## config.mk

```make
export PLATFORM = sky130hd
export DESIGN_NAME = jt51_op_wr_sched
export DESIGN_NICKNAME = d
export VERILOG_FILES = /design/src/rtl/jt51_pkg.sv /design/src/rtl/jt51_sync_fifo.sv /design/src/rtl/jt51_op_wr_sched.sv
export SDC_FILE = /design/constraint.sdc
export NUM_CORES = 1
export LEC_CHECK = 0
export BUFFER_PORTS_ARGS = -buffer_cell sky130_fd_sc_hd__buf_2
export CAP_MARGIN = 40
export CORE_MARGIN = 2
export CORE_UTILIZATION = 50
export DETAILED_ROUTE_END_ITERATION = 16
export PLACE_DENSITY_LB_ADDON = 0.1
export SKIP_CTS_REPAIR_TIMING = 1
export SLEW_MARGIN = 30
export SYNTH_ARGS = -nofsm -noshare
export SYNTH_HDL_FRONTEND = slang
export SYNTH_HIERARCHICAL = 1
export SYNTH_SLANG_ARGS = --single-unit
```

## constraint.sdc

```tcl
create_clock -name clk -period 3.74 [get_ports clk]
set_input_delay 0 -clock clk [delete_from_list [all_inputs] [get_ports clk]]
set_output_delay 0 -clock clk [all_outputs]
set_load 0.02 [all_outputs]
```

## src/rtl/jt51_pkg.sv

```systemverilog
// Shared definitions for the operator CSR write path.
//   slot_t       : 5-bit index of a slot in the 32-slot operator ring
//   OP_GRP_*     : register group, taken from addr[7:5] of an operator register
//   UP_*         : bit positions inside the 11-bit up_op strobe vector
//   op_wr_t      : one buffered host write {group, target slot, data}
package jt51_pkg;

    typedef logic [4:0] slot_t;

    localparam logic [2:0] OP_GRP_DT1_MUL = 3'd2;  // 0x40
    localparam logic [2:0] OP_GRP_TL      = 3'd3;  // 0x60
    localparam logic [2:0] OP_GRP_KS_AR   = 3'd4;  // 0x80
    localparam logic [2:0] OP_GRP_AMS_D1R = 3'd5;  // 0xA0
    localparam logic [2:0] OP_GRP_DT2_D2R = 3'd6;  // 0xC0
    localparam logic [2:0] OP_GRP_D1L_RR  = 3'd7;  // 0xE0

    localparam int UP_DT1   = 0;
    localparam int UP_MUL   = 1;
    localparam int UP_TL    = 2;
    localparam int UP_KS    = 3;
    localparam int UP_AMSEN = 4;
    localparam int UP_DT2   = 5;
    localparam int UP_D1L   = 6;
    localparam int UP_AR    = 7;
    localparam int UP_D1R   = 8;
    localparam int UP_D2R   = 9;
    localparam int UP_RR    = 10;
    localparam int UP_W     = 11;

    typedef struct packed {
        logic [2:0] grp;
        slot_t      target;
        logic [7:0] data;
    } op_wr_t;

endpackage

```

## src/rtl/jt51_sync_fifo.sv

```systemverilog
// Small synchronous FIFO with first-word fall-through output.
//   clk, rst_n : clock, asynchronous active-low clear of pointers/count
//   push, din  : write request and data (ignored while full)
//   pop        : remove head (ignored while empty)
//   dout       : current head entry, valid while !empty
//   full, empty, count : occupancy status
module jt51_sync_fifo #(
    parameter int DEPTH = 4,
    parameter int W     = 16
) (
    input  logic                     clk,
    input  logic                     rst_n,
    input  logic                     push,
    input  logic [W-1:0]             din,
    input  logic                     pop,
    output logic [W-1:0]             dout,
    output logic                     full,
    output logic                     empty,
    output logic [$clog2(DEPTH):0]   count
);

    localparam int AW = $clog2(DEPTH);
    localparam int CW = AW + 1;

    logic [W-1:0]  mem [DEPTH];
    logic [AW-1:0] wr_ptr;
    logic [AW-1:0] rd_ptr;
    logic          do_push;
    logic          do_pop;

    assign full    = (count == CW'(DEPTH));
    assign empty   = (count == '0);
    assign do_push = push && !full;
    assign do_pop  = pop && !empty;
    assign dout    = mem[rd_ptr];

    // Storage carries no reset: only pointers and count define validity.
    always_ff @(posedge clk) begin
        if (do_push) begin
            mem[wr_ptr] <= din;
        end
    end

    // DEPTH is a power of two, so the pointers wrap naturally.
    always_ff @(posedge clk or negedge rst_n) begin
        if (!rst_n) begin
            wr_ptr <= '0;
            rd_ptr <= '0;
            count  <= '0;
        end else begin
            if (do_push) wr_ptr <= wr_ptr + 1'b1;
            if (do_pop)  rd_ptr <= rd_ptr + 1'b1;
            case ({do_push, do_pop})
                2'b10:   count <= count + 1'b1;
                2'b01:   count <= count - 1'b1;
                default: count <= count;
            endcase
        end
    end

endmodule

```

## src/rtl/jt51_op_wr_sched.sv

```systemverilog
// Operator register write scheduler.
// Host writes to 0x40-0xFF are queued and replayed onto the operator CSR
// bank at the one cen period in which the target slot sits at the ring input.
//   clk, rst_n, cen : clock, async active-low reset, clock enable
//   zero            : with cen, the slot sampled at this edge is slot 31
//   wr, addr, wdata : host write port
//   full, busy      : queue full / work outstanding
//   dout, up_*_op   : data bus and field update strobes to the CSR bank
//   slot            : slot the CSR bank samples at the next cen edge
module jt51_op_wr_sched
    import jt51_pkg::*;
#(
    parameter int DEPTH    = 4,
    parameter int SLOT_OFS = 0
) (
    input  logic       clk,
    input  logic       rst_n,
    input  logic       cen,
    input  logic       zero,
    input  logic       wr,
    input  logic [7:0] addr,
    input  logic [7:0] wdata,
    output logic       full,
    output logic       busy,
    output logic [7:0] dout,
    output logic       up_dt1_op,
    output logic       up_mul_op,
    output logic       up_tl_op,
    output logic       up_ks_op,
    output logic       up_amsen_op,
    output logic       up_dt2_op,
    output logic       up_d1l_op,
    output logic       up_ar_op,
    output logic       up_d1r_op,
    output logic       up_d2r_op,
    output logic       up_rr_op,
    output slot_t      slot
);

    localparam slot_t OFS = slot_t'(SLOT_OFS % 32);

    function automatic logic [UP_W-1:0] grp_strobes(input logic [2:0] grp);
        logic [UP_W-1:0] v;
        v = '0;
        case (grp)
            OP_GRP_DT1_MUL: begin v[UP_DT1]   = 1'b1; v[UP_MUL] = 1'b1; end
            OP_GRP_TL:      begin v[UP_TL]    = 1'b1;                   end
            OP_GRP_KS_AR:   begin v[UP_KS]    = 1'b1; v[UP_AR]  = 1'b1; end
            OP_GRP_AMS_D1R: begin v[UP_AMSEN] = 1'b1; v[UP_D1R] = 1'b1; end
            OP_GRP_DT2_D2R: begin v[UP_DT2]   = 1'b1; v[UP_D2R] = 1'b1; end
            OP_GRP_D1L_RR:  begin v[UP_D1L]   = 1'b1; v[UP_RR]  = 1'b1; end
            default:        v = '0;
        endcase
        return v;
    endfunction

    op_wr_t                 push_ent;
    op_wr_t                 head;
    logic                   push;
    logic                   pop;
    logic                   fifo_empty;
    logic [$clog2(DEPTH):0] fifo_count;
    slot_t                  slot_nxt;
    logic [UP_W-1:0]        up_op;

    // Acceptance looks only at the current full flag, never at a same-cycle pop.
    assign push     = wr && !full && (addr[7:6] != 2'b00);
    assign push_ent = {addr[7:5], slot_t'(addr[4:0] + OFS), wdata};

    jt51_sync_fifo #(
        .DEPTH (DEPTH),
        .W     ($bits(op_wr_t))
    ) u_fifo (
        .clk   (clk),
        .rst_n (rst_n),
        .push  (push),
        .din   (push_ent),
        .pop   (pop),
        .dout  (head),
        .full  (full),
        .empty (fifo_empty),
        .count (fifo_count)
    );

    // Issue when the head targets the slot that will be at the ring input
    // after this edge; the strobes then span exactly the period that ends
    // with the CSR bank sampling that slot.
    assign slot_nxt = zero ? '0 : slot + 5'd1;
    assign pop      = cen && !fifo_empty && (head.target == slot_nxt);

    // ---- issue stage: slot counter, data bus and strobe registers ----
    always_ff @(posedge clk or negedge rst_n) begin
        if (!rst_n) begin
            slot  <= '0;
            dout  <= '0;
            up_op <= '0;
        end else if (cen) begin
            slot <= slot_nxt;
            if (pop) begin
                dout  <= head.data;
                up_op <= grp_strobes(head.grp);
            end else begin
                up_op <= '0;
            end
        end
    end

    assign busy        = (fifo_count != '0) || (|up_op);
    assign up_dt1_op   = up_op[UP_DT1];
    assign up_mul_op   = up_op[UP_MUL];
    assign up_tl_op    = up_op[UP_TL];
    assign up_ks_op    = up_op[UP_KS];
    assign up_amsen_op = up_op[UP_AMSEN];
    assign up_dt2_op   = up_op[UP_DT2];
    assign up_d1l_op   = up_op[UP_D1L];
    assign up_ar_op    = up_op[UP_AR];
    assign up_d1r_op   = up_op[UP_D1R];
    assign up_d2r_op   = up_op[UP_D2R];
    assign up_rr_op    = up_op[UP_RR];

endmodule

```

==> metrics.txt <==
slowest stage delay, CP=~0.53 ns; # fillers=around 550; Initial Utilization=between 50% and 60%; unrepaired setup endpoints after global routing=false; Final setup violation count=0; DR pass1 iterations=4; CP Capture Type=flip-flop; CP max FO=4; crit-path cells=mux4_2 -> xor2_1 -> or4_4 -> a2111oi_4 -> o31a_1 -> ha_1 -> inv_1 -> fa_1 -> xor2_1 -> nor2_1 -> xor2_1; Congestion Overflow GR=0; Area Overhead vs Synth=19.2%; layout cells sized above 1=around a third; Mapped Area=3790 um2; Max-Cap Viols=0; CORE AREA=between 7000 and 8000 um2; Post-DRT Antenna Nets=0; Pleak=around 1.8 nW; highest clock rate=~300 MHz; DRC=0; crit path max-delay cell type=mux4_2; clk_skew=approximately 0.012 ns; final setup TNS=0 ns; Netlist cell types=between 40 and 50; PortBufs=between 40 and 50; 1st-iter DRT viols=87; CTS Buf Count=9; Post-synth EDFFs=between 60 and 70; Synth Register Bits=90; WP data required=roughly 4 ns; Power Dens Cells=between 600 and 700 nW/um2; routed vias/inst=5.17; Most common cell on crit path=xor2_1; Yosys Warn Count=6; Syn Nets=roughly 230; Fin. Hold Viols=0; top_reg_cell synth=edfxtp_1; share of flip-flops with an asynchronous set or reset=between 20% and 30%; per-cell routed wire length=~17 um; CTS Sinks=90; sequential area share after synthesis=roughly two thirds; initial antenna violation count=0; Hold WS=between 0.15 and 0.2 ns; largest net degree at the start of global routing=27; row count=31; Tcrit/Tclk final=89.0%; Final #Nets=about 300; die extent in y=approximately 90 um; status=finished, final reports clean; first-pass GRT wire length=just under 10,000 um; # diodes=0; Final min period=between 3 and 4 ns; Clock Root Buffer=clkbuf_8; Placer Congestion=roughly 0.75; via count=1,979; Routed WL=around 6400 um; Max rail drop VDD=~0.00033 V; io pins=47; worst setup path class=reg2reg; Syn Inst Count=about 200; hold crit path type=in2async; Syn Area/Cell=~18 um2; post-DP HPWL=roughly 4200 um; CTS tree=done; DIE AREA=8290 um2; Worst Path Arrival=3.62 ns; H-Tree Depth=3; vias in the first global route=~1,900; worst slew pin tran=0.657 ns; total track usage=16.0%; clock latency on the worst-skew pair=around 0.35 ns; Relative slew margins=between 50% and 60%; Max clock buf depth=2; Slew Viols, Final=0; reg2reg setup slack=0.41 ns; crit start category=flip-flop; die width=91.1 um; clk slew on worst S/H paths=0.10 ns
worst paths after layout:
path | start | end | cells past startpoint
max | u_fifo/rd_ptr[0]$_DFFE_PN0P_ | u_fifo/count[2]$_DFFE_PN0P_ | 11
max in group asynchronous | rst_n | slot[4]$_DFFE_PN0P_ | 2
min reg2reg | dout[2]$_DFFE_PN0P_ | dout[2]$_DFFE_PN0P_ | 1
min | rst_n | dout[0]$_DFFE_PN0P_ | 2
min in group clk | wr | u_fifo/wr_ptr[0]$_DFFE_PN0P_ | 4
max reg2reg | u_fifo/rd_ptr[0]$_DFFE_PN0P_ | u_fifo/count[2]$_DFFE_PN0P_ | 11
registers in the layout (all words and copies together), names as in the netlist:
signal and cells:
u_fifo/count 3, u_fifo/mem 64, u_fifo/rd_ptr 2, u_fifo/wr_ptr 2, up_op 6, dout 8
slot 5
Yosys cell counts, types with 5 or more instances:
library cell / number / area share [%]
mux4_2: 8 / 4.8
mux4_1: 8 / 5.5
inv_1: 8 / 0.79
nor2_1: 5 / 0.50
ha_1: 6 / 2.0
buf_4: 5 / 0.99
dfrtp_1: 26 / 17
mux2_2: 8 / 2.4
xor2_1: 7 / 1.6
edfxtp_1: 64 / 51
critical path: cells and delay by family, from the launching register on:
kind / cells / cell delay (ns)
flip-flops: 1 / 0.44
AND/OR/NAND/NOR: 2 / 0.60
adder cells (fa/ha/maj): 2 / 0.57
buffers and inverters: 1 / 0.06
XOR/XNOR: 3 / 0.46
AO/OA/AOI/OAI: 2 / 0.60
multiplexers: 1 / 0.53
layout make-up:
type | instances | area (um2) | share of cell area [%]
Clock buffer | 9 | 124 | 2.74
Timing Repair Buffer | 74 | 514 | 11.4
Inverter | 8 | 30.0 | 0.665
Multi-Input combinational cell | 96 | 1080 | 24.0
Tap cell | 99 | 124 | 2.74
Clock inverter | 7 | 70.1 | 1.55
Sequential cell | 90 | 2570 | 56.9
layout by cell type (no fill, tap or decap), types with 3 or more instances in the layout:
cell type and count:
a21oi_1 4, a32o_1 4, and2_1 4, buf_2 46, buf_4 5, buf_8 3, clkbuf_8 9, dfrtp_1 26
dlygate4sd3_1 19, edfxtp_1 64, ha_1 6, inv_1 8, inv_6 3, mux2_2 8, mux2_4 3, mux4_1 8
mux4_2 8, nand3_1 3, nor2_1 5, nor2b_1 4, nor3_1 4, xnor2_1 4, xor2_1 7
where the power goes:
group	switching (mW)	total [mW]	internal, mW
logic	0.429	0.831	0.402
registers	0.106	1.39	1.28
clock network	0.372	0.631	0.260
total	0.906	2.85	1.94
logic make-up after synthesis:
family / Yosys count / synth area share, %
adders and majority gates: 7 / 2.51
buffers and inverters: 20 / 3.56
and+or+nand+nor: 33 / 5.28
xor gates and xnor gates: 11 / 2.54
muxes: 29 / 14.4
DFF: 90 / 67.9
AOI/OAI and AO/OA: 16 / 3.86
stage by stage:
| step | power, mW | instances | area (um2) | util, % | worst slack, ns |
|---|---|---|---|---|---|
| after global placement | 2.21 | 344 | 4080 | 55.9 | 0.465 |
| after CTS | 2.86 | 362 | 4300 | 58.9 | 0.398 |
| after detailed placement | 2.23 | 346 | 4100 | 56.3 | 0.403 |
| after global routing | 3.01 | 383 | 4520 | 62.0 | 0.225 |
| after floorplan | 2.01 | 206 | 3790 | - | 0.0509 |
| final | 2.85 | 383 | 4520 | 62.0 | 0.410 |
per-layer routing:
metal	track usage (%)	up-vias	routed length (um)	part of all wire [%]
met5	0	-	0	0
met4	6.44	0	68	1.1
met3	3.40	6	209	3.3
met2	26.8	34	3250	51
met1	20.4	995	2830	45
li1	-	944	-	-
Note: power is estimated with default switching activity, not from simulation.
